## src/rtl/axi_lite_to_reg.sv

```systemverilog
// AXI4-Lite slave terminating into a single-beat request/ready register bus.
// One transaction in flight; reads and writes alternate when both are pending.

package axi_lite_to_reg_pkg;
    typedef struct packed {
        logic [31:0] addr;
        logic [2:0]  prot;
    } aw_chan_t;

    typedef struct packed {
        logic [31:0] data;
        logic [3:0]  strb;
    } w_chan_t;

    typedef struct packed {
        logic [1:0] resp;
    } b_chan_t;

    typedef struct packed {
        logic [31:0] addr;
        logic [2:0]  prot;
    } ar_chan_t;

    typedef struct packed {
        logic [31:0] data;
        logic [1:0]  resp;
    } r_chan_t;

    typedef struct packed {
        aw_chan_t aw;
        logic     aw_valid;
        w_chan_t  w;
        logic     w_valid;
        logic     b_ready;
        ar_chan_t ar;
        logic     ar_valid;
        logic     r_ready;
    } req_t;

    typedef struct packed {
        logic    aw_ready;
        logic    w_ready;
        b_chan_t b;
        logic    b_valid;
        logic    ar_ready;
        r_chan_t r;
        logic    r_valid;
    } resp_t;
endpackage

module axi_lite_to_reg #(
    parameter int unsigned AddrWidth     = 32,
    parameter int unsigned DataWidth     = 32,
    parameter int unsigned TimeoutCycles = 32'd256,
    parameter type         req_t         = axi_lite_to_reg_pkg::req_t,
    parameter type         resp_t        = axi_lite_to_reg_pkg::resp_t
) (
    input  logic                   clk_i,
    input  logic                   rst_ni,
    input  req_t                   slv_req_i,
    output resp_t                  slv_resp_o,
    output logic                   reg_req_o,
    output logic                   reg_write_o,
    output logic [AddrWidth-1:0]   reg_addr_o,
    output logic [DataWidth-1:0]   reg_wdata_o,
    output logic [DataWidth/8-1:0] reg_wstrb_o,
    input  logic                   reg_ready_i,
    input  logic [DataWidth-1:0]   reg_rdata_i,
    input  logic                   reg_error_i
);

    localparam int unsigned StrbWidth = DataWidth / 8;
    localparam int unsigned CntBits   = $clog2(TimeoutCycles + 1);
    localparam int unsigned CntWidth  = (CntBits < 1) ? 1 : CntBits;
    localparam logic [CntWidth-1:0] CntLast = CntWidth'(TimeoutCycles - 1);

    localparam logic [1:0] ST_IDLE   = 2'd0;
    localparam logic [1:0] ST_ACCESS = 2'd1;
    localparam logic [1:0] ST_B_RESP = 2'd2;
    localparam logic [1:0] ST_R_RESP = 2'd3;

    localparam logic [1:0] RESP_OKAY   = 2'b00;
    localparam logic [1:0] RESP_SLVERR = 2'b10;

    logic [1:0]           r_state;
    logic                 r_last_wr;
    logic [CntWidth-1:0]  r_cnt;
    logic                 r_req;
    logic                 r_write;
    logic [AddrWidth-1:0] r_addr;
    logic [DataWidth-1:0] r_wdata;
    logic [StrbWidth-1:0] r_wstrb;
    logic [DataWidth-1:0] r_rdata;
    logic [1:0]           r_status;

    logic w_idle;
    logic w_wr_pend;
    logic w_rd_pend;
    logic w_grant_wr;
    logic w_grant_rd;
    logic w_aw_hs;
    logic w_ar_hs;
    logic w_timeout;
    logic w_unused;

    assign w_idle    = (r_state == ST_IDLE);
    assign w_wr_pend = slv_req_i.aw_valid && slv_req_i.w_valid;
    assign w_rd_pend = slv_req_i.ar_valid;

    // Contested requests go to whichever side did not win the previous grant.
    assign w_grant_wr = w_wr_pend && (!w_rd_pend || !r_last_wr);
    assign w_grant_rd = w_rd_pend && !w_grant_wr;
    assign w_aw_hs    = w_idle && w_grant_wr;
    assign w_ar_hs    = w_idle && w_grant_rd;

    // Fires on the last allowed ACCESS cycle; a same-cycle ready wins.
    assign w_timeout = (TimeoutCycles != 0) && !reg_ready_i && (r_cnt == CntLast);

    assign w_unused = ^{slv_req_i.aw.prot, slv_req_i.ar.prot};

    always_ff @(posedge clk_i or negedge rst_ni) begin
        if (!rst_ni) begin
            r_state   <= ST_IDLE;
            r_last_wr <= 1'b1;
            r_cnt     <= '0;
            r_req     <= 1'b0;
            r_write   <= 1'b0;
            r_addr    <= '0;
            r_wdata   <= '0;
            r_wstrb   <= '0;
            r_rdata   <= '0;
            r_status  <= RESP_OKAY;
        end else begin
            case (r_state)
                ST_IDLE: begin
                    if (w_aw_hs) begin
                        r_addr    <= AddrWidth'(slv_req_i.aw.addr);
                        r_wdata   <= DataWidth'(slv_req_i.w.data);
                        r_wstrb   <= StrbWidth'(slv_req_i.w.strb);
                        r_write   <= 1'b1;
                        r_req     <= 1'b1;
                        r_cnt     <= '0;
                        r_last_wr <= 1'b1;
                        r_state   <= ST_ACCESS;
                    end else if (w_ar_hs) begin
                        r_addr    <= AddrWidth'(slv_req_i.ar.addr);
                        r_wdata   <= '0;
                        r_wstrb   <= '0;
                        r_write   <= 1'b0;
                        r_req     <= 1'b1;
                        r_cnt     <= '0;
                        r_last_wr <= 1'b0;
                        r_state   <= ST_ACCESS;
                    end
                end
                ST_ACCESS: begin
                    if (reg_ready_i) begin
                        r_req    <= 1'b0;
                        r_status <= reg_error_i ? RESP_SLVERR : RESP_OKAY;
                        if (!r_write) begin
                            r_rdata <= reg_rdata_i;
                        end
                        r_state <= r_write ? ST_B_RESP : ST_R_RESP;
                    end else if (w_timeout) begin
                        r_req    <= 1'b0;
                        r_status <= RESP_SLVERR;
                        r_rdata  <= '0;
                        r_state  <= r_write ? ST_B_RESP : ST_R_RESP;
                    end else begin
                        r_cnt <= r_cnt + 1'b1;
                    end
                end
                ST_B_RESP: begin
                    if (slv_req_i.b_ready) begin
                        r_state <= ST_IDLE;
                    end
                end
                default: begin
                    if (slv_req_i.r_ready) begin
                        r_state <= ST_IDLE;
                    end
                end
            endcase
        end
    end

    always_comb begin
        slv_resp_o          = '0;
        slv_resp_o.aw_ready = w_aw_hs;
        slv_resp_o.w_ready  = w_aw_hs;
        slv_resp_o.ar_ready = w_ar_hs;
        slv_resp_o.b_valid  = (r_state == ST_B_RESP);
        slv_resp_o.b.resp   = r_status;
        slv_resp_o.r_valid  = (r_state == ST_R_RESP);
        slv_resp_o.r.data   = r_rdata;
        slv_resp_o.r.resp   = r_status;
    end

    assign reg_req_o   = r_req;
    assign reg_write_o = r_write;
    assign reg_addr_o  = r_addr;
    assign reg_wdata_o = r_wdata;
    assign reg_wstrb_o = r_wstrb;

endmodule

```

## config.mk

```make
export PLATFORM = sky130hd
export DESIGN_NAME = axi_lite_to_reg
export DESIGN_NICKNAME = d
export VERILOG_FILES = /design/src/rtl/axi_lite_to_reg.sv
export SDC_FILE = /design/constraint.sdc
export NUM_CORES = 1
export LEC_CHECK = 0
export CAP_MARGIN = 25
export CELL_PAD_IN_SITES_DETAIL_PLACEMENT = 0
export CELL_PAD_IN_SITES_GLOBAL_PLACEMENT = 1
export CORE_UTILIZATION = 25
export DETAILED_ROUTE_END_ITERATION = 8
export GPL_TIMING_DRIVEN = 0
export PLACE_DENSITY = 0.69
export RECOVER_POWER = 25
export SETUP_SLACK_MARGIN = 0.05
export SKIP_CTS_REPAIR_TIMING = 1
export SYNTH_ARGS = -nofsm -noshare
export SYNTH_HDL_FRONTEND = slang
export SYNTH_SLANG_ARGS = --single-unit
```

## constraint.sdc

```tcl
create_clock -name clk_i -period 2.4 [get_ports clk_i]
set_input_delay 0.48 -clock clk_i [delete_from_list [all_inputs] [get_ports clk_i]]
set_output_delay 0.48 -clock clk_i [all_outputs]
set_load 0.02 [all_outputs]
```

# Word-level counts from Yosys, hierarchy flattened
# Cells that the tools add are included.
[op_classes]
eq_ne = 10
reduce_logical = 22
addsub = 1
n_mux = 32
[op_table]
columns = ["op", "n"]
rows = [
  ["32-bit two-way mux", 7],
  ["9-bit two-way mux", 4],
  ["2-bit two-way mux", 9],
  ["9-bit case mux with 2 select lines", 1],
  ["9-bit by 1-bit adder with 9-bit output (second input constant)", 1],
  ["9-bit by 8-bit equality test with 1-bit output (second input constant)", 1],
  ["4-bit two-way mux", 2],
  ["2-bit inequality test (second input constant)", 4],
  ["4-bit AND reduction", 2],
  ["1-bit two-way mux", 7],
  ["1-bit logical AND", 6],
  ["2-bit case mux with 3 select lines", 1],
  ["3-bit AND reduction", 2],
  ["2-bit nonzero test", 3],
  ["2-bit equality test (second input constant)", 2],
  ["1-bit logical NOT", 4],
  ["2-bit AND reduction", 2],
  ["4-bit nonzero test", 1],
  ["3-bit by 1-bit inequality test with 1-bit output (second input constant)", 1],
  ["3-bit inequality test (second input constant)", 1],
  ["2-bit by 1-bit equality test with 1-bit output (second input constant)", 1],
  ["2-bit logical NOT", 1],
  ["1-bit case mux with 2 select lines", 1],
  ["1-bit logical OR", 1],
]
[totals]
elab_cells = 75
ff_bits = 116

# Longest topological paths before layout
# Gate-level depths: netlist (run 1).
[depth]
ltp_word = 9
mapped_depth = 8
mapped_depth_nobuf = 7

# Least setup slack after synthesis (run 1)
# OpenSTA, ideal clock, no wires.
[synth_path]
kind = "reg2reg"
startpoint = "reg r_cnt[0]"
endpoint = "reg r_cnt[3]"
setup_ns = 0.073
stages_incl_launch_ff = 9
arrival_time_ns = 1.928
setup_slack_ns = 0.399
synth_period_minus_slack_ns = 2.001
path_cell_list = "dfrtp_1 -> ha_1 -> nand3_1 -> nor2_1 -> ha_1 -> or2_1 -> buf_6 -> or4_4 -> a21oi_2"
[synth_via]
elab_chain_len = 4
elab_cells_between_ends = 8
cone_classes = "add/sub (1); eq/ne (2); mux (3); reduce/logical (2)"
[synth_rtl]
columns = ["item", "line", "rtl"]
rows = [
  ["start, declared", "87", "logic [CntWidth-1:0] r_cnt;"],
  ["start signal, assigned", "170", "r_cnt <= r_cnt + 1'b1;"],
  ["9-bit by 1-bit adder with 9-bit output / 9-bit by 8-bit equality test with 1-bit output (equally long branches)", "170, 117", ""],
  ["9-bit two-way mux / 1-bit logical AND (equally long branches)", "164, 117", ""],
  ["9-bit two-way mux / 2-bit inequality test (equally long branches)", "--", ""],
  ["9-bit case mux with 2 select lines / 4-bit AND reduction (equally long branches)", "--", ""],
]
# Parallel ways exist; a longest one is shown, timed or not. The select of a mux whose other input is x is not followed.
# A chain may end at the register's enable or synchronous reset.

# Final worst setup path (run 1)
[layout_path]
startpoint = "reg r_state[0]"
endpoint = "out slv_resp_o[35] in the netlist's numbering"
[layout_via]
elab_chain_len = 2
[layout_rtl]
columns = ["item", "line", "rtl"]
rows = [
  ["start, declared", "85", "logic [1:0] r_state;"],
  ["start signal, assigned", "163", "r_state <= r_write ? ST_B_RESP : ST_R_RESP;"],
  ["start signal, assigned", "168", "r_state <= r_write ? ST_B_RESP : ST_R_RESP;"],
  ["2-bit logical NOT", "106", "assign w_idle = (r_state == ST_IDLE);"],
  ["1-bit logical AND", "114", "assign w_ar_hs = w_idle && w_grant_rd;"],
  ["end, declared", "61", "output resp_t slv_resp_o,"],
]
# No other way between the ends.

==> flow_summary_export.csv, run 1 <==
group,metric,value,unit
outcome,result_of_the_run,"complete, but fails checks",
outcome,violations_in_the_final_reports,"max-capacitance violations, max-slew violations",
drt,via_count,4958,
yosys,synth.ff_latch_count,115,
timing,rsz0062_at_grt,"yes",
setup_path,worst_setup_path_startpoint,"r_state[0]",
cts,worstSkewPairLatency,0.41,ns
timing,final_hold_viol_count,0,
setup_path,critPathCaptureType,"output port",
drt,drt.antenna.violating_nets,0,
global_route,first_global_vias,4994,
setup_path,critical_path.slowest_cell,"sky130_fd_sc_hd__dfrtp_1",
setup_path,path_common_cell,"sky130_fd_sc_hd__clkbuf_4",
global_route,grt_ovf,0,
floorplan,fp-row-count,52,
power,power.switching,3.92,mW
cells_and_area,fraction_of_final_layout_cells_with_drive_strength_greater_than_1,10.0,%
global_route,initial_antenna_violation_count,1,
power,pwr-share-clk,24.4,%
yosys,synth-edff-count,0,
yosys,synthesis_warnings,0,
floorplan,die-width,148,microns
setup_path,timing.critical_path.arrival,1.83,ns
power,total_power,10.6,mW
cts,numClockSinks,115,
cts,numCtsBuffers,17,
cts,clock_slew_at_reported_path_ffs,0.06,ns
setup_path,regToRegEndpoint,"r_cnt[3]",
global_route,track_usage,16.3,%
timing,period_share,96.2,%
cells_and_area,final-instance-count-excl-fill,1068,
floorplan,core_area,20500,sq um
floorplan,die_area,21800,sq um
floorplan,boundaryPins,258,
global_route,grt_first_pass_wirelength,27700,microns
setup_path,path_delay_family,"buffers and inverters",
placed_design,dp_cells,1032,
setup_path,critical-path-max-stage-delay,0.35,ns
placed_design,placed_wire_length_estimate_after_detailed_placement,12500,microns
global_route,grt_max_degree,61,
cells_and_area,finish.net_count,934,
yosys,synth_area_per_cell,10.4,sq um
cts,tritoncts,"done",
drt,post_drt_via_cell_ratio,4.64,
yosys,synthFlopType,"sky130_fd_sc_hd__dfrtp_1",
power,internal_power,6.70,mW
power,vdd_drop_max,411,uV
power,seq_power_share,29.9,%
timing,report.final.setup_viol,0,
floorplan,dieHeight,148,microns
floorplan,start_util,25.9,%
cells_and_area,area_growth_syn_to_layout,66.5,%
yosys,synth.top_cell.area_share,53.8,%
power,power.leakage,3.75,nW
yosys,post_synth_inst_count,511,
cts,root_buffer_selected_by_cts,"sky130_fd_sc_hd__clkbuf_16",
setup_path,timing.critical_path.buf_inv,4,
cells_and_area,final_common_cell,"sky130_fd_sc_hd__clkdlybuf4s50_1",
drt,drtPass1Iterations,6,
power,swShare,36.9,%
setup_path,cp_num_cells,6,
power,cellPowerDensity,1200,nW/um^2
yosys,synth_seq_area_share,54.3,%
timing,setup_slack,0.0910,ns
setup_path,reg2reg_depth,8,
yosys,synth-async-reset-ratio,100,%
hold_path,path_class_of_the_lowest_slack_min_delay_path,"in2async",
cts,ctsLongestPathBuffers,2,
cells_and_area,layout.filler_cells,2027,
drt,drc_errors,0,
placed_design,gpl.final_weighted_congestion,0.741,
setup_path,crit_path_end,"slv_resp_o[35]",
setup_path,worst_r2r_startpoint,"r_cnt[0]",
timing,tightestPinTransition,1.55,ns
timing,maxSlewHeadroom,-3.51,%
yosys,yosysUniqueCellTypes,44,
cts,cts.htree.levels,4,
setup_path,worstPathCellList,"clkbuf_4, nor2_4, clkbuf_4, o211a_1, buf_4, dlymetal6s2s_1",
setup_path,critical_path_fanout_max,10,
setup_path,criticalPathCategory,"reg2out",
drt,finalWirelength,17400,microns
setup_path,cp.required,1.92,ns
yosys,synth_top_cells_by_area,"sky130_fd_sc_hd__dfrtp_1 54%, sky130_fd_sc_hd__mux2i_1 6.6%, sky130_fd_sc_hd__a22o_1 6.1%",
placed_design,io_buffer_count,249,
drt,first_iter_violations,235,
timing,clock-skew-final,0.0129,ns
placed_design,detailedPlace.worstSlack,-0.744,ns
setup_path,critPathLaunchType,"register",
timing,time_the_worst_path_needs_with_i_o_delays_and_setup,2.31,ns
run,drv.max_cap_violation_count,1,
setup_path,r2r_slack,0.25,ns
timing,timing.final.max_slew_violations,56,
cells_and_area,utilization,43.1,%
timing,max_clock_freq,433,MHz
timing,worst_hold_slack,0.451,ns
yosys,synth_top_area_cell,"sky130_fd_sc_hd__dfrtp_1",
power,pwr-share-comb,45.7,%
cells_and_area,most-common-layout-cells,"240 x sky130_fd_sc_hd__clkdlybuf4s50_1, 114 x sky130_fd_sc_hd__dfrtp_1, 40 x sky130_fd_sc_hd__nand3_1, 38 x sky130_fd_sc_hd__inv_1",
yosys,synthesis.area,5310,sq um
drt,routedWlPerCell,16.3,microns
registers in the layout (all words and copies together) (netlist names):
signal       count
r_rdata         32
reg_addr_o      32
reg_wdata_o     32
r_cnt            9
reg_wstrb_o      4
r_state          2
r_last_wr        1
r_status         1
reg_req_o        1
reg_write_o      1
how the worst min path moves through the flow:
stage,from,endpoint,slack [ns],cells after the start
3_3_place_gp,reg_wdata_o[27],reg_wdata_o[27],0.48,1
6_report,rst_ni,r_rdata[14],0.45,1
3_5_place_dp,reg_wdata_o[8],reg_wdata_o[8],0.48,1
2_1_floorplan,rst_ni,r_cnt[0],0.18,0
4_1_cts,rst_ni,r_rdata[14],0.06,1
5_1_grt,reg_wstrb_o[1],reg_wstrb_o[1],0.51,1
layer usage:
metal	vias to the layer above	share of wire, %	global-route usage, %
met4	0	2.1	6.91
met1	2384	44	21.7
met2	173	48	25.5
li1	2377	-	-
met3	24	5.7	3.43
met5	-	0	0
synth_stat cells, types with 3 or more instances:
cell	count
sky130_fd_sc_hd__a31oi_1	32
sky130_fd_sc_hd__buf_2	12
sky130_fd_sc_hd__nand3_1	40
sky130_fd_sc_hd__inv_1	38
sky130_fd_sc_hd__nand2_1	37
sky130_fd_sc_hd__o311ai_1	4
sky130_fd_sc_hd__buf_4	12
sky130_fd_sc_hd__nand2b_1	3
sky130_fd_sc_hd__a21oi_1	34
sky130_fd_sc_hd__mux2i_1	35
sky130_fd_sc_hd__nor2_1	4
sky130_fd_sc_hd__buf_6	4
sky130_fd_sc_hd__dfrtp_1	114
sky130_fd_sc_hd__a22o_1	37
sky130_fd_sc_hd__clkbuf_1	22
sky130_fd_sc_hd__o21ai_1	16
sky130_fd_sc_hd__a21o_1	6
sky130_fd_sc_hd__o21ai_0	27
cells by family (layout without fill, tap and decap cells):
group | Yosys count | in the layout | share of synthesized area (%)
AO/OA/AOI/OAI | 165 | 165 | 20.3
flip-flops | 115 | 115 | 54.3
AND/OR/NAND/NOR | 105 | 105 | 10.4
buffers and inverters | 88 | 373 | 7.92
multiplexers | 35 | 35 | 6.60
adder cells (fa/ha/maj) | 2 | 2 | 0.472
other | 1 | 3 | 0.0707
per-stage QoR:
stage	instance area, sq um	setup TNS, ns
global route	8830	0
detailed placement	8170	-1.84
global placement	8140	-467.00
finish	8830	0
CTS	8770	-2.74
floorplan	5310	0
power by group through the flow:
stage	Sequential (mW)	Clock (mW)	Combinational [mW]
detailed placement	3.19	0	4.83
CTS	3.18	2.65	4.85
finish	3.17	2.59	4.85
floorplan	4.01	0	1.68
global route	3.27	2.76	5.21
global placement	3.18	0	4.82
cell type report:
class                   instances  area, sq um  area share, %
flip-flops and latches        115         2880           32.6
multi-input cells             309         2020           22.9
inverters                      38          143           1.61
clock inverters                12          156           1.77
repair buffers                254         2550           28.9
plain buffers                  50          299           3.38
well taps                     270          338           3.82
diodes                          1         2.50         0.0283
clock buffers                  19          443           5.01
Power figures use the tool's default switching activity.
==> inputs of run 2 (changes only) <==
Settings changed: GPL_ROUTABILITY_DRIVEN from default to 0.
==> results of run 2 <==
Final layout, timing and power as in run 1 (identical DEF).
==> inputs of run 3 (changes only) <==
--- a/constraint.sdc
+++ b/constraint.sdc
@@ -3,2 +3,2 @@
 set_output_delay 0.48 -clock clk_i [all_outputs]
-set_load 0.02 [all_outputs]
+set_load 0.01 [all_outputs]
==> run 3 against run 2 <==
Largest power group unchanged. Highest routed layer unchanged. Clock-buffer cell count is the same. Register-to-register slack about the same. Clock power about the same. The run still ends with max-capacitance violations, max-slew violations left. Combinational power down 11%. Critical path depth shrank 2. Routed wire length is essentially flat. Maximum frequency up 1.3%. Largest cell class is now buffers.
==> flow_summary_export.csv, run 3 (synthesized netlist as in run 1, its figures left out) <==
group,metric,value,unit
outcome,result_of_the_run,"complete, but fails checks",
outcome,violations_in_the_final_reports,"max-capacitance violations, max-slew violations",
power,cellPowerDensity,1140,nW/um^2
setup_path,reg2reg_depth,8,
cts,worstSkewPairLatency,0.41,ns
drt,routedWlPerCell,16.2,microns
floorplan,fp-row-count,52,
global_route,track_usage,16.3,%
floorplan,boundaryPins,258,
setup_path,critical_path.slowest_cell,"sky130_fd_sc_hd__clkdlybuf4s50_1",
hold_path,path_class_of_the_lowest_slack_min_delay_path,"in2async",
setup_path,worst_r2r_startpoint,"r_cnt[0]",
timing,max_clock_freq,439,MHz
timing,final_hold_viol_count,0,
setup_path,regToRegEndpoint,"r_cnt[3]",
floorplan,start_util,25.9,%
power,power.leakage,3.78,nW
global_route,initial_antenna_violation_count,1,
timing,report.final.setup_viol,0,
cells_and_area,final_common_cell,"sky130_fd_sc_hd__clkdlybuf4s50_1",
setup_path,critical_path_fanout_max,10,
setup_path,critPathCaptureType,"output port",
setup_path,critPathLaunchType,"register",
setup_path,path_common_cell,"sky130_fd_sc_hd__buf_4",
floorplan,die-width,148,microns
drt,first_iter_violations,219,
power,total_power,10.1,mW
timing,tightestPinTransition,1.56,ns
drt,drtPass1Iterations,5,
setup_path,worst_setup_path_startpoint,"r_state[0]",
placed_design,io_buffer_count,249,
drt,post_drt_via_cell_ratio,4.63,
cts,numClockSinks,115,
run,drv.max_cap_violation_count,1,
cells_and_area,layout.filler_cells,2023,
cts,cts.htree.levels,4,
cts,root_buffer_selected_by_cts,"sky130_fd_sc_hd__clkbuf_16",
drt,drt.antenna.violating_nets,0,
setup_path,critical-path-max-stage-delay,0.56,ns
cells_and_area,fraction_of_final_layout_cells_with_drive_strength_greater_than_1,10.4,%
cts,tritoncts,"done",
cells_and_area,finish.instance_area,8880,sq um
drt,drc_errors,0,
setup_path,crit_path_end,"slv_resp_o[0]",
timing,clock-skew-final,0.0138,ns
setup_path,criticalPathCategory,"reg2out",
global_route,grt_first_pass_wirelength,27700,microns
timing,maxSlewHeadroom,-4.23,%
timing,rsz0062_at_grt,"no",
cells_and_area,most-common-layout-cells,"241 x sky130_fd_sc_hd__clkdlybuf4s50_1, 114 x sky130_fd_sc_hd__dfrtp_1, 40 x sky130_fd_sc_hd__nand3_1, 38 x sky130_fd_sc_hd__inv_1",
placed_design,placement.cell_area,8170,sq um
setup_path,worstPathCellList,"buf_4, buf_4, and2_1, clkdlybuf4s50_1",
cells_and_area,multi_input_comb_area,2020,sq um
drt,via_count,4966,
global_route,first_global_vias,4994,
cells_and_area,area_growth_syn_to_layout,67.4,%
cells_and_area,finish.net_count,938,
global_route,grt_ovf,0,
cells_and_area,area.sequential,2880,sq um
setup_path,timing.critical_path.arrival,1.80,ns
timing,timing.final.max_slew_violations,56,
setup_path,r2r_slack,0.26,ns
power,vdd_drop_max,368,uV
floorplan,core_area,20500,sq um
floorplan,die_area,21800,sq um
cts,clock_slew_at_reported_path_ffs,0.06,ns
timing,period_share,94.9,%
drt,finalWirelength,17400,microns
setup_path,cp.required,1.92,ns
floorplan,dieHeight,148,microns
placed_design,placed_wire_length_estimate_after_detailed_placement,12500,microns
timing,time_the_worst_path_needs_with_i_o_delays_and_setup,2.28,ns
global_route,grt_max_degree,61,
cts,ctsLongestPathBuffers,2,
cts,numCtsBuffers,17,
## run 3: routing by layer
metal,vias to the layer above,global-route usage (%),share of wire [%]
met5,-,0,0
met1,2378,21.7,44
li1,2383,-,-
met3,24,3.43,5.9
met2,181,25.5,48
met4,0,6.91,2.1
## run 3: layout make-up
| cell class | count | area share [%] |
|---|---|---|
| antenna | 1 | 0.0282 |
| buffer | 50 | 3.44 |
| clock buffer | 19 | 4.99 |
| clock inverter | 12 | 1.76 |
| inverter | 38 | 1.61 |
| multi-input combinational | 309 | 22.8 |
| sequential | 115 | 32.4 |
| tap | 270 | 3.80 |
| timing repair buffer | 258 | 29.1 |
## run 3: power breakdown
part           leakage, nW  switching (mW)  internal [mW]  total, mW
Clock                0.282           0.935           1.66       2.59
Sequential            1.44           0.454           2.72       3.17
Combinational         2.06            1.97           2.35       4.32
## run 3: stage by stage
stage	utilization [%]	setup slack, ns	hold slack [ns]	TNS (ns)	std cells
2_1_floorplan	-	0.399	0.184	0	512
3_5_place_dp	39.9	-0.677	0.482	-1.64	1032
5_1_grt	43.3	0.0581	0.507	0	1072
3_3_place_gp	39.7	-4.07	0.481	-466.80	1031
4_1_cts	42.8	-0.727	0.0588	-2.41	1063
6_report	43.3	0.122	0.456	0	1072
## run 3: worst min path at each step
stage | start | to | slack (ns) | cells past startpoint
finish | rst_ni | r_rdata[14] | 0.46 | 1
global route | reg_wstrb_o[1] | reg_wstrb_o[1] | 0.51 | 1
CTS | rst_ni | r_rdata[14] | 0.06 | 1
detailed placement | reg_wdata_o[8] | reg_wdata_o[8] | 0.48 | 1
global placement | reg_wdata_o[27] | reg_wdata_o[27] | 0.48 | 1
floorplan | rst_ni | r_cnt[0] | 0.18 | 0
## run 3: critical path: cells and delay by family, from the launching register on
kind | cells | cell delay, ns
buf+inv | 3 | 0.94
simple gates | 1 | 0.13
flops | 1 | 0.32
